<file path="src/rtl/fll_nco.sv">
`default_nettype none
// ============================================================================
// Module      : fll_nco
// Description : Generator-side NCO of the frequency-locked loop. Integrates
//               the detector's signed period difference through a shift-gain
//               loop filter into a clamped tuning word, drives a 32-bit phase
//               accumulator and returns a triangle (or square) waveform.
//               An IDLE/ACQUIRE/LOCKED controller lowers loop gain on lock.
// Build macro : FLL_NCO_SQUARE_EN - square-wave output instead of triangle.
// Revision    : 1.0 - initial release
// ============================================================================
module fll_nco #(
  parameter logic [31:0] FTW_INIT       = 32'h0100_0000,
  parameter logic [31:0] FTW_MIN        = 32'h0000_1000,
  parameter logic [31:0] FTW_MAX        = 32'h4000_0000,
  parameter int          GAIN_SHIFT     = 8,
  parameter int          LOCK_SHIFT_ADD = 4,
  parameter int          LOCK_TOL       = 16,
  parameter int          LOCK_CNT       = 4
) (
  input  logic               clk,
  input  logic               reset_l,
  input  logic               clk_en,
  input  logic               enabel,
  input  logic signed [31:0] delta,
  input  logic               delta_valid,
  output logic signed [31:0] signal_gen,
  output logic [31:0]        ftw,
  output logic               ftw_update,
  output logic               lock,
  output logic               sat
);

  typedef enum logic [1:0] {
    ST_IDLE    = 2'd0,
    ST_ACQUIRE = 2'd1,
    ST_LOCKED  = 2'd2
  } state_t;

  localparam int                 c_SHIFT_ACQ = GAIN_SHIFT;
  localparam int                 c_SHIFT_LCK = GAIN_SHIFT + LOCK_SHIFT_ADD;
  localparam logic signed [33:0] c_MIN34     = {2'b00, FTW_MIN};
  localparam logic signed [33:0] c_MAX34     = {2'b00, FTW_MAX};
  localparam logic [7:0]         c_LOCK_CNT  = 8'(LOCK_CNT);
  localparam logic [32:0]        c_TOL       = 33'(LOCK_TOL);
`ifdef FLL_NCO_SQUARE_EN
  localparam logic [31:0]        c_SIG_RESET = 32'h7FFF_FFFF;
`else
  localparam logic [31:0]        c_SIG_RESET = 32'h8000_0000;
`endif

  state_t             r_state, w_state_next;
  logic signed [31:0] r_delta, w_delta_next;
  logic               r_dv, w_dv_next;
  logic [31:0]        r_ftw, w_ftw_next;
  logic               r_upd, w_upd_next;
  logic               r_sat, w_sat_next;
  logic [7:0]         r_cnt, w_cnt_next;
  logic [31:0]        r_phase, w_phase_next;
  logic [31:0]        r_sig, w_wave;

  logic signed [31:0] w_corr;
  logic signed [33:0] w_sum;
  logic [31:0]        w_clamped;
  logic               w_clamp;
  logic [32:0]        w_abs;
  logic               w_in_tol;
  logic [7:0]         w_cnt_inc;

  // Loop filter: gain shift by state, 34-bit sum, clamp, tolerance counter.
  always_comb begin
    w_corr    = (r_state == ST_LOCKED) ? (r_delta >>> c_SHIFT_LCK)
                                       : (r_delta >>> c_SHIFT_ACQ);
    w_sum     = {2'b00, r_ftw} + {{2{w_corr[31]}}, w_corr};
    w_clamped = w_sum[31:0];
    w_clamp   = 1'b0;
    if (w_sum < c_MIN34) begin
      w_clamped = FTW_MIN;
      w_clamp   = 1'b1;
    end else if (w_sum > c_MAX34) begin
      w_clamped = FTW_MAX;
      w_clamp   = 1'b1;
    end
    // 33-bit magnitude so that -2^31 maps to +2^31 rather than wrapping.
    w_abs     = r_delta[31] ? (33'd0 - {r_delta[31], r_delta}) : {1'b0, r_delta};
    w_in_tol  = (w_abs <= c_TOL);
    w_cnt_inc = (r_cnt >= c_LOCK_CNT) ? c_LOCK_CNT : (r_cnt + 8'd1);
  end

  // Output waveform derived from the current phase.
  always_comb begin
`ifdef FLL_NCO_SQUARE_EN
    w_wave = r_phase[31] ? 32'h8000_0001 : 32'h7FFF_FFFF;
`else
    logic [30:0] w_tri;
    w_tri  = r_phase[31] ? ~r_phase[30:0] : r_phase[30:0];
    w_wave = {w_tri, 1'b0} - 32'h8000_0000;
`endif
  end

  // Controller next-state, tuning-word update and phase advance.
  always_comb begin
    w_state_next = r_state;
    w_delta_next = r_delta;
    w_dv_next    = 1'b0;
    w_ftw_next   = r_ftw;
    w_upd_next   = 1'b0;
    w_sat_next   = r_sat;
    w_cnt_next   = r_cnt;
    w_phase_next = r_phase;
    if (!enabel || (r_state == ST_IDLE)) begin
      // Loop disabled (or just enabled): park everything at its start value.
      // A strobe coinciding with enabel low is dropped here.
      w_state_next = enabel ? ST_ACQUIRE : ST_IDLE;
      w_ftw_next   = FTW_INIT;
      w_sat_next   = 1'b0;
      w_cnt_next   = 8'd0;
      w_phase_next = 32'd0;
    end else begin
      w_phase_next = r_phase + r_ftw;
      w_dv_next    = delta_valid;
      if (delta_valid) begin
        w_delta_next = delta;
      end
      if (r_dv) begin
        w_ftw_next = w_clamped;
        w_upd_next = 1'b1;
        w_sat_next = w_clamp;
        w_cnt_next = w_in_tol ? w_cnt_inc : 8'd0;
        if ((r_state == ST_ACQUIRE) && w_in_tol && (w_cnt_inc == c_LOCK_CNT)) begin
          w_state_next = ST_LOCKED;
        end else if ((r_state == ST_LOCKED) && !w_in_tol) begin
          w_state_next = ST_ACQUIRE;
        end
      end
    end
  end

  // State and datapath registers; clk_en low freezes every one of them.
  always_ff @(posedge clk or negedge reset_l) begin
    if (!reset_l) begin
      r_state <= ST_IDLE;
      r_delta <= 32'sd0;
      r_dv    <= 1'b0;
      r_ftw   <= FTW_INIT;
      r_upd   <= 1'b0;
      r_sat   <= 1'b0;
      r_cnt   <= 8'd0;
      r_phase <= 32'd0;
      r_sig   <= c_SIG_RESET;
    end else if (clk_en) begin
      r_state <= w_state_next;
      r_delta <= w_delta_next;
      r_dv    <= w_dv_next;
      r_ftw   <= w_ftw_next;
      r_upd   <= w_upd_next;
      r_sat   <= w_sat_next;
      r_cnt   <= w_cnt_next;
      r_phase <= w_phase_next;
      r_sig   <= w_wave;
    end
  end

  assign signal_gen = r_sig;
  assign ftw        = r_ftw;
  assign ftw_update = r_upd;
  assign lock       = (r_state == ST_LOCKED);
  assign sat        = r_sat;

endmodule
`default_nettype wire
</file>
<file path="config.mk">
export PLATFORM = sky130hd
export DESIGN_NAME = fll_nco
export DESIGN_NICKNAME = d
export VERILOG_FILES = /design/src/rtl/fll_nco.sv
export SDC_FILE = /design/constraint.sdc
export NUM_CORES = 1
export LEC_CHECK = 0
export ABC_CLOCK_PERIOD_IN_PS = 6600
export CORE_MARGIN = 2
export CORE_UTILIZATION = 59
export DETAILED_ROUTE_END_ITERATION = 6
export PLACE_DENSITY = 0.88
export SYNTH_ARGS = -nofsm -noshare
export SYNTH_HDL_FRONTEND = slang
export SYNTH_SLANG_ARGS = --single-unit
</file>
<file path="constraint.sdc">
create_clock -name clk -period 6.6 [get_ports clk]
set_input_delay 1.32 -clock clk [delete_from_list [all_inputs] [get_ports clk]]
set_output_delay 1.32 -clock clk [all_outputs]
set_load 0.01 [all_outputs]
</file>
After elaboration in Yosys (flattened, before gate mapping)
Cells that the tools add are included.
- flip-flop bits (word level): 141
- bits of input ports: 37
- output and inout port bits: 67
- logic and storage cells: 59
- add/subtract/negate cells: 5
- magnitude comparators: 4
- eq/ne operators: 3
- multiplexer cells: 24
- bitwise logic cells: 2
- reduce and logical (&&, ||, !) cells: 12
- operators with widths (operator ; count):
    $mux 32 ; 5
    $add 33x24->34 ; 1
    $gt 34x32->1 const B ; 1
    $lt 34x14->1 const B ; 1
    $le 33x5->1 const B ; 1
    $mux 33 ; 1
    $sub 1x32->33 const A ; 1
    $add 32x32->32 ; 1
    $mux 8 ; 4
    $sub 32x32->32 const B ; 1
    $mux 31 ; 1
    $not 31->31 ; 1
    $mux 23 ; 1
    $add 8x1->8 const B ; 1
    $eq 8x3->1 const B ; 1
    $ge 8x3->1 const B ; 1
    $mux 1 ; 8
    $mux 2 ; 4
    $reduce_and 3->1 ; 2
    $logic_and 1x1->1 ; 3
    $reduce_bool 3->1 ; 1
    $eq 2x1->1 const B ; 1
    $eq 2x2->1 const B ; 1
    $logic_not 1->1 ; 2
    other kinds (5) ; 5

Depth between registers and ports, before layout
- depth in word-level cells: 9
- mapped depth: 19
- mapped depth without buffers: 16

Worst setup path after synthesis
No wires, ideal clock.
- kind: register to register
- start point: register r_delta[31]
- end point: register r_sat (netlist: sat)
- data arrival time: 4459 ps
- data required time: 6478 ps
- setup slack: 2020 ps
- stages on the path, launching flop included: 18
- cell sequence: dfrtp_1 -> clkbuf_1 -> clkbuf_1 -> buf_1 -> nand2_1 -> nand2_1 -> ha_1 -> clkbuf_1 -> a21o_1 -> a21oi_1 -> o221ai_2 -> or2_1 -> a221o_1 -> or3_4 -> a2111oi_4 -> mux2i_1 -> buf_4 -> a32o_1
- cells in the longest elaborated chain, start to end: 7
- elaborated cells between the ends (all ways): 8
- classes of those cells: add/sub: 1; order compare: 2; mux: 5
- ends and longest elaborated chain (element ; line ; text):
    from (decl) ; 53 ; logic signed [31:0] r_delta, w_delta_next;
    from (signal assigned) ; 153 ; r_delta <= w_delta_next;
    $mux 23 ; 72 ; w_corr = (r_state == ST_LOCKED) ? (r_delta >>> c_SHIFT_LCK)
    $add 33x24->34 * ; 74 ; w_sum = {2'b00, r_ftw} + {{2{w_corr[31]}}, w_corr};
    $gt 34x32->1 ; 80 ; end else if (w_sum > c_MAX34) begin
    $mux 1 ; 80 ;
    $mux 1 * ; 77 ; if (w_sum < c_MIN34) begin
    $mux 1 * ; 125 ; if (r_dv) begin
    $mux 1 * ; 111 ; if (!enabel || (r_state == ST_IDLE)) begin
    to (signal assigned) ; 157 ; r_sat <= w_sat_next;
    to (decl) ; 57 ; logic r_sat, w_sat_next;
Every way passes the cells marked *; elsewhere a longest branch is shown, timed or not. The select of a mux whose other input is x is not followed.
A chain may end at the register's enable or synchronous reset.

Final worst setup path
- start point: register r_state[0]
- end point: register r_ftw[13] (netlist: ftw[13])
- cells in the longest elaborated chain, start to end: 8
- elaborated cells between the ends (all ways): 13
- classes of those cells: add/sub: 1; order compare: 2; eq/ne: 1; mux: 5; reduce/logical: 4
- ends and longest elaborated chain (element ; line ; text):
    from (decl) ; 52 ; state_t r_state, w_state_next;
    from (signal assigned) ; 152 ; r_state <= w_state_next;
    $eq 2x2->1 ; 72 ;
    $mux 23 ; 72 ;
    $add 33x24->34 ; 74 ;
    $gt 34x32->1 ; 80 ;
    $mux 32 ; 80 ;
    $mux 32 ; 77 ;
    $mux 32 ; 125 ;
    $mux 32 ; 111 ;
    to (signal assigned) ; 155 ; r_ftw <= w_ftw_next;
    to (decl) ; 55 ; logic [31:0] r_ftw, w_ftw_next;
Parallel ways exist; a longest one is shown, timed or not. The select of a mux whose other input is x is not followed.

==> out/qor.yml <==
timing:
  worst_slew_margin_rel: 0.2429
  finalSetupViolations: 0
  fmax_ghz: 0.1879
  postLayoutSetupSlackWorst_ns: 1.279
  hold_viol_final: 0
  number_of_slew_limit_violations_in_the_final_report: 0
  timing.clock.skew_ns: 0.007224
  fin_crit_ns: 5.321
  totalNegativeSetupSlack_ns: 0
  setup_repair_after_global_routing_missed_its_margin: "no"
  final_min_period_over_clock_period: 0.8062
  worst-slew-pin-transition_ns: 1.133
synthesis:
  syn_area_um2: 10320
  synth_compound_gate_area_share: 0.2508
  synth.mux.area_fraction: 0.04411
  synth.distinct_cells: 85
  synth_area_in_adders: 0.08507
  synthesis.nets: 1285
  synth.ff_latch_count: 140
  syn-mean-instance-area_um2: 8.757
  synthArstFlopShare: 1.000
  ys_dominant_reg_cell: "sky130_fd_sc_hd__dfrtp_1"
  yosysTopAreaCellShare: 0.3345
  synth-seq-area-share: 0.3396
  synth_top_cell_by_area: "sky130_fd_sc_hd__dfrtp_1"
  yosys_warnings: 0
  synth_enable_flop_cells: 0
  synthSimpleGateAreaFrac: 0.1745
  synthesized_netlist_cell_count: 1179
  synth_xor_area_frac: 0.06871
  main_combinational_cell_family_by_area_after_synthesis: "compound AO/OA/AOI/OAI gates"
  synth.top_cells.by_area: "sky130_fd_sc_hd__dfrtp_1 (33%), sky130_fd_sc_hd__ha_1 (8.1%), sky130_fd_sc_hd__nand2_1 (5.9%), sky130_fd_sc_hd__xnor2_1 (5.3%), sky130_fd_sc_hd__a21oi_1 (4.6%)"
floorplanning:
  placeable_core_area_um2: 17180
  dieHeight_um: 136.3
  num_io_pins: 104
  floorplan.die.width_um: 136.3
  initial_utilization: 0.6011
  rows: 48
  floorplan.die_area_um2: 18570
global_route:
  grt_util_all_layers: 0.2934
  grt_overflow_total: 0
  grt_pass1_vias: 8857
  grt_start_max_net_pins: 95
  antenna_violations_before_repair: 0
  wire_length_of_the_first_global_routing_pass_mm: 43.33
hold_path:
  hp-class: "reg2reg"
placed_design:
  gpl.final_weighted_congestion: 0.9460
  io_buffers: 102
  dpl_wire_length_mm: 19.34
  place_worst_setup_slack_ns: 1.509
clocking:
  total_of_cells_resized_after_clock_tree_synthesis: 0
  worstSkewPairLatency_ns: 0.43
  ctsRootBufferMaster: "sky130_fd_sc_hd__clkbuf_16"
  htree_num_levels: 4
  tritoncts: "built"
  cts.sink_count: 140
  cts_hold_buf: 0
  cts-root-to-sink-buffers: 2
  cts_bufs_inserted: 17
  clk_pin_slew_worst_paths_ns: 0.06
  post_cts_buffers: 0
final_layout:
  layout.nets: 1351
  most-common-layout-cells: "sky130_fd_sc_hd__nand2_1 (163), sky130_fd_sc_hd__dfrtp_1 (138), sky130_fd_sc_hd__clkdlybuf4s50_1 (100), sky130_fd_sc_hd__a21oi_1 (95), sky130_fd_sc_hd__nor2_1 (73)"
  leading_cell_type_in_the_layout_fill_and_taps_excluded: "sky130_fd_sc_hd__nand2_1"
  layout-drive-gt1-share: 0.08426
  n_fill_cell: 1327
  areaGrowthSynthToFinish_pct: 17.10
  insertedDiodeCount: 0
routing:
  routed-via-count: 9397
  routed_via_density: 6.336
  final_wl_mm: 26.44
  detail_route.first_pass.iterations: 6
  post_detailed_route_count_of_antenna_violating_nets: 0
  dr.first_iter.drc_count: 902
  drcViolationCount: 0
  wl_per_cell_um: 17.83
setup_path:
  cell_at_the_slowest_stage_of_the_critical_path: "sky130_fd_sc_hd__dfrtp_1"
  cp_slowest_stage_delay_ns: 0.45
  crit_path_end_kind: "flip-flop"
  startpoint_type: "flip-flop"
  worstSetupPathType: "reg2reg"
  worstPathRequired_ns: 6.86
  critical_path.cell_chain: "nand2b_1, buf_4, inv_1, nand2_1, nand2_1, ha_1, fa_1, a211oi_1, o21a_1, o21ai_1, a41oi_1, xnor2_1, nor4bb_1, o2111ai_1, nor3_1, mux2i_2, buf_4, o31ai_1"
  cp.arrival_ns: 5.58
  critical_path_peak_fanout: 26
power_and_ir_drop:
  ir_drop_mv: 0.1980
  power.density_nw_per_um2: 244.8
  p_leak_nw: 5.332
flow_run:
  cap_viol_max_count: 0
run_status:
  outcome: "finished clean"
==> layout make-up <==
type,instances,area (um^2),share of cell area
Clock buffer,20,456.7,0.03777
Multi-Input combinational cell,942,6446,0.5332
Tap cell,225,281.5,0.02328
Clock inverter,12,183.9,0.01521
Timing Repair Buffer,113,1100,0.09097
Inverter,31,116.4,0.009624
Sequential cell,140,3506,0.2900
==> Yosys cell counts, drive strengths merged (8+ instances only) <==
cell type and n:
a21o 29, nand2b 10, xnor2 62, a21oi 96, nand3 18, nor2b 8, buf 16, a22o 20
ha 67, o21a 22, nand4 14, mux2 36, o31ai 34, and2 8, clkbuf 50, a211oi 11
nor3 23, or3 10, o211ai 9, and3 10, nor4 14, xor2 19, nor2 73, o21ai 59
o21bai 8, dfrtp 138, nand2 164, inv 30
==> per-stage QoR <==
step / area, um^2 / power (mW) / hold WS, ns / util / instances
after global placement: 11450 / 1.878 / 0.4672 / 0.6666 / 1451
after detailed placement: 11450 / 1.903 / 0.4756 / 0.6666 / 1451
final: 12090 / 2.960 / 0.4858 / 0.7039 / 1483
after floorplan: 10320 / 1.664 / 0.4499 / - / 1179
after global routing: 12090 / 3.105 / 0.5001 / 0.7039 / 1483
after CTS: 12090 / 2.951 / 0.4915 / 0.7039 / 1483
==> critical path, delay by kind of cell, from the launching register on <==
| family | cells | cell delay, ns |
|---|---|---|
| flip-flops | 1 | 0.45 |
| multiplexers | 1 | 0.40 |
| AND/OR/NAND/NOR | 5 | 1.19 |
| AO/OA/AOI/OAI | 6 | 1.43 |
| buffers and inverters | 3 | 0.91 |
| XOR/XNOR | 1 | 0.09 |
| adder cells (fa/ha/maj) | 2 | 0.64 |
==> registers in the layout, indices dropped and copies added, names as in the netlist <==
| register | flops |
|---|---|
| ftw | 32 |
| r_cnt | 8 |
| r_state | 2 |
| signal_gen | 31 |
| r_dv | 1 |
| r_phase | 32 |
| r_delta | 32 |
| sat | 1 |
| ftw_update | 1 |
==> report_power, final <==
part	internal (mW)	switching, mW
Sequential	0.936	0.133
Combinational	0.352	0.491
Clock	0.657	0.391
Total	1.94	1.02
==> worst paths after layout <==
check | end | slack (ns) | start | depth (start not counted)
setup / recovery | ftw[13] | 1.28 | r_state[0] | 18
hold / removal | r_cnt[2] | 0.49 | r_cnt[2] | 2
setup reg to reg | ftw[13] | 1.28 | r_state[0] | 18
hold reg to reg | r_cnt[2] | 0.49 | r_cnt[2] | 2
max in group asynchronous | r_dv | 4.50 | reset_l | 2
min in group asynchronous | signal_gen[28] | 0.98 | reset_l | 1
==> cell families (layout without fill, tap and decap cells) <==
kind of cell / Yosys count / in the layout
AND/OR/NAND/NOR: 381 / 381
other: 1 / 1
buffers and inverters: 97 / 176
XOR/XNOR: 81 / 81
multiplexers: 41 / 41
flip-flops: 140 / 140
AO/OA/AOI/OAI: 369 / 369
adder cells (fa/ha/maj): 69 / 69
==> routing by layer <==
layer	global-route usage	share of wire
met1	0.3912	0.43
met2	0.4763	0.47
met4	0.1198	0.032
met3	0.04810	0.067
met5	0	0
Power figures use the tool's default switching activity.
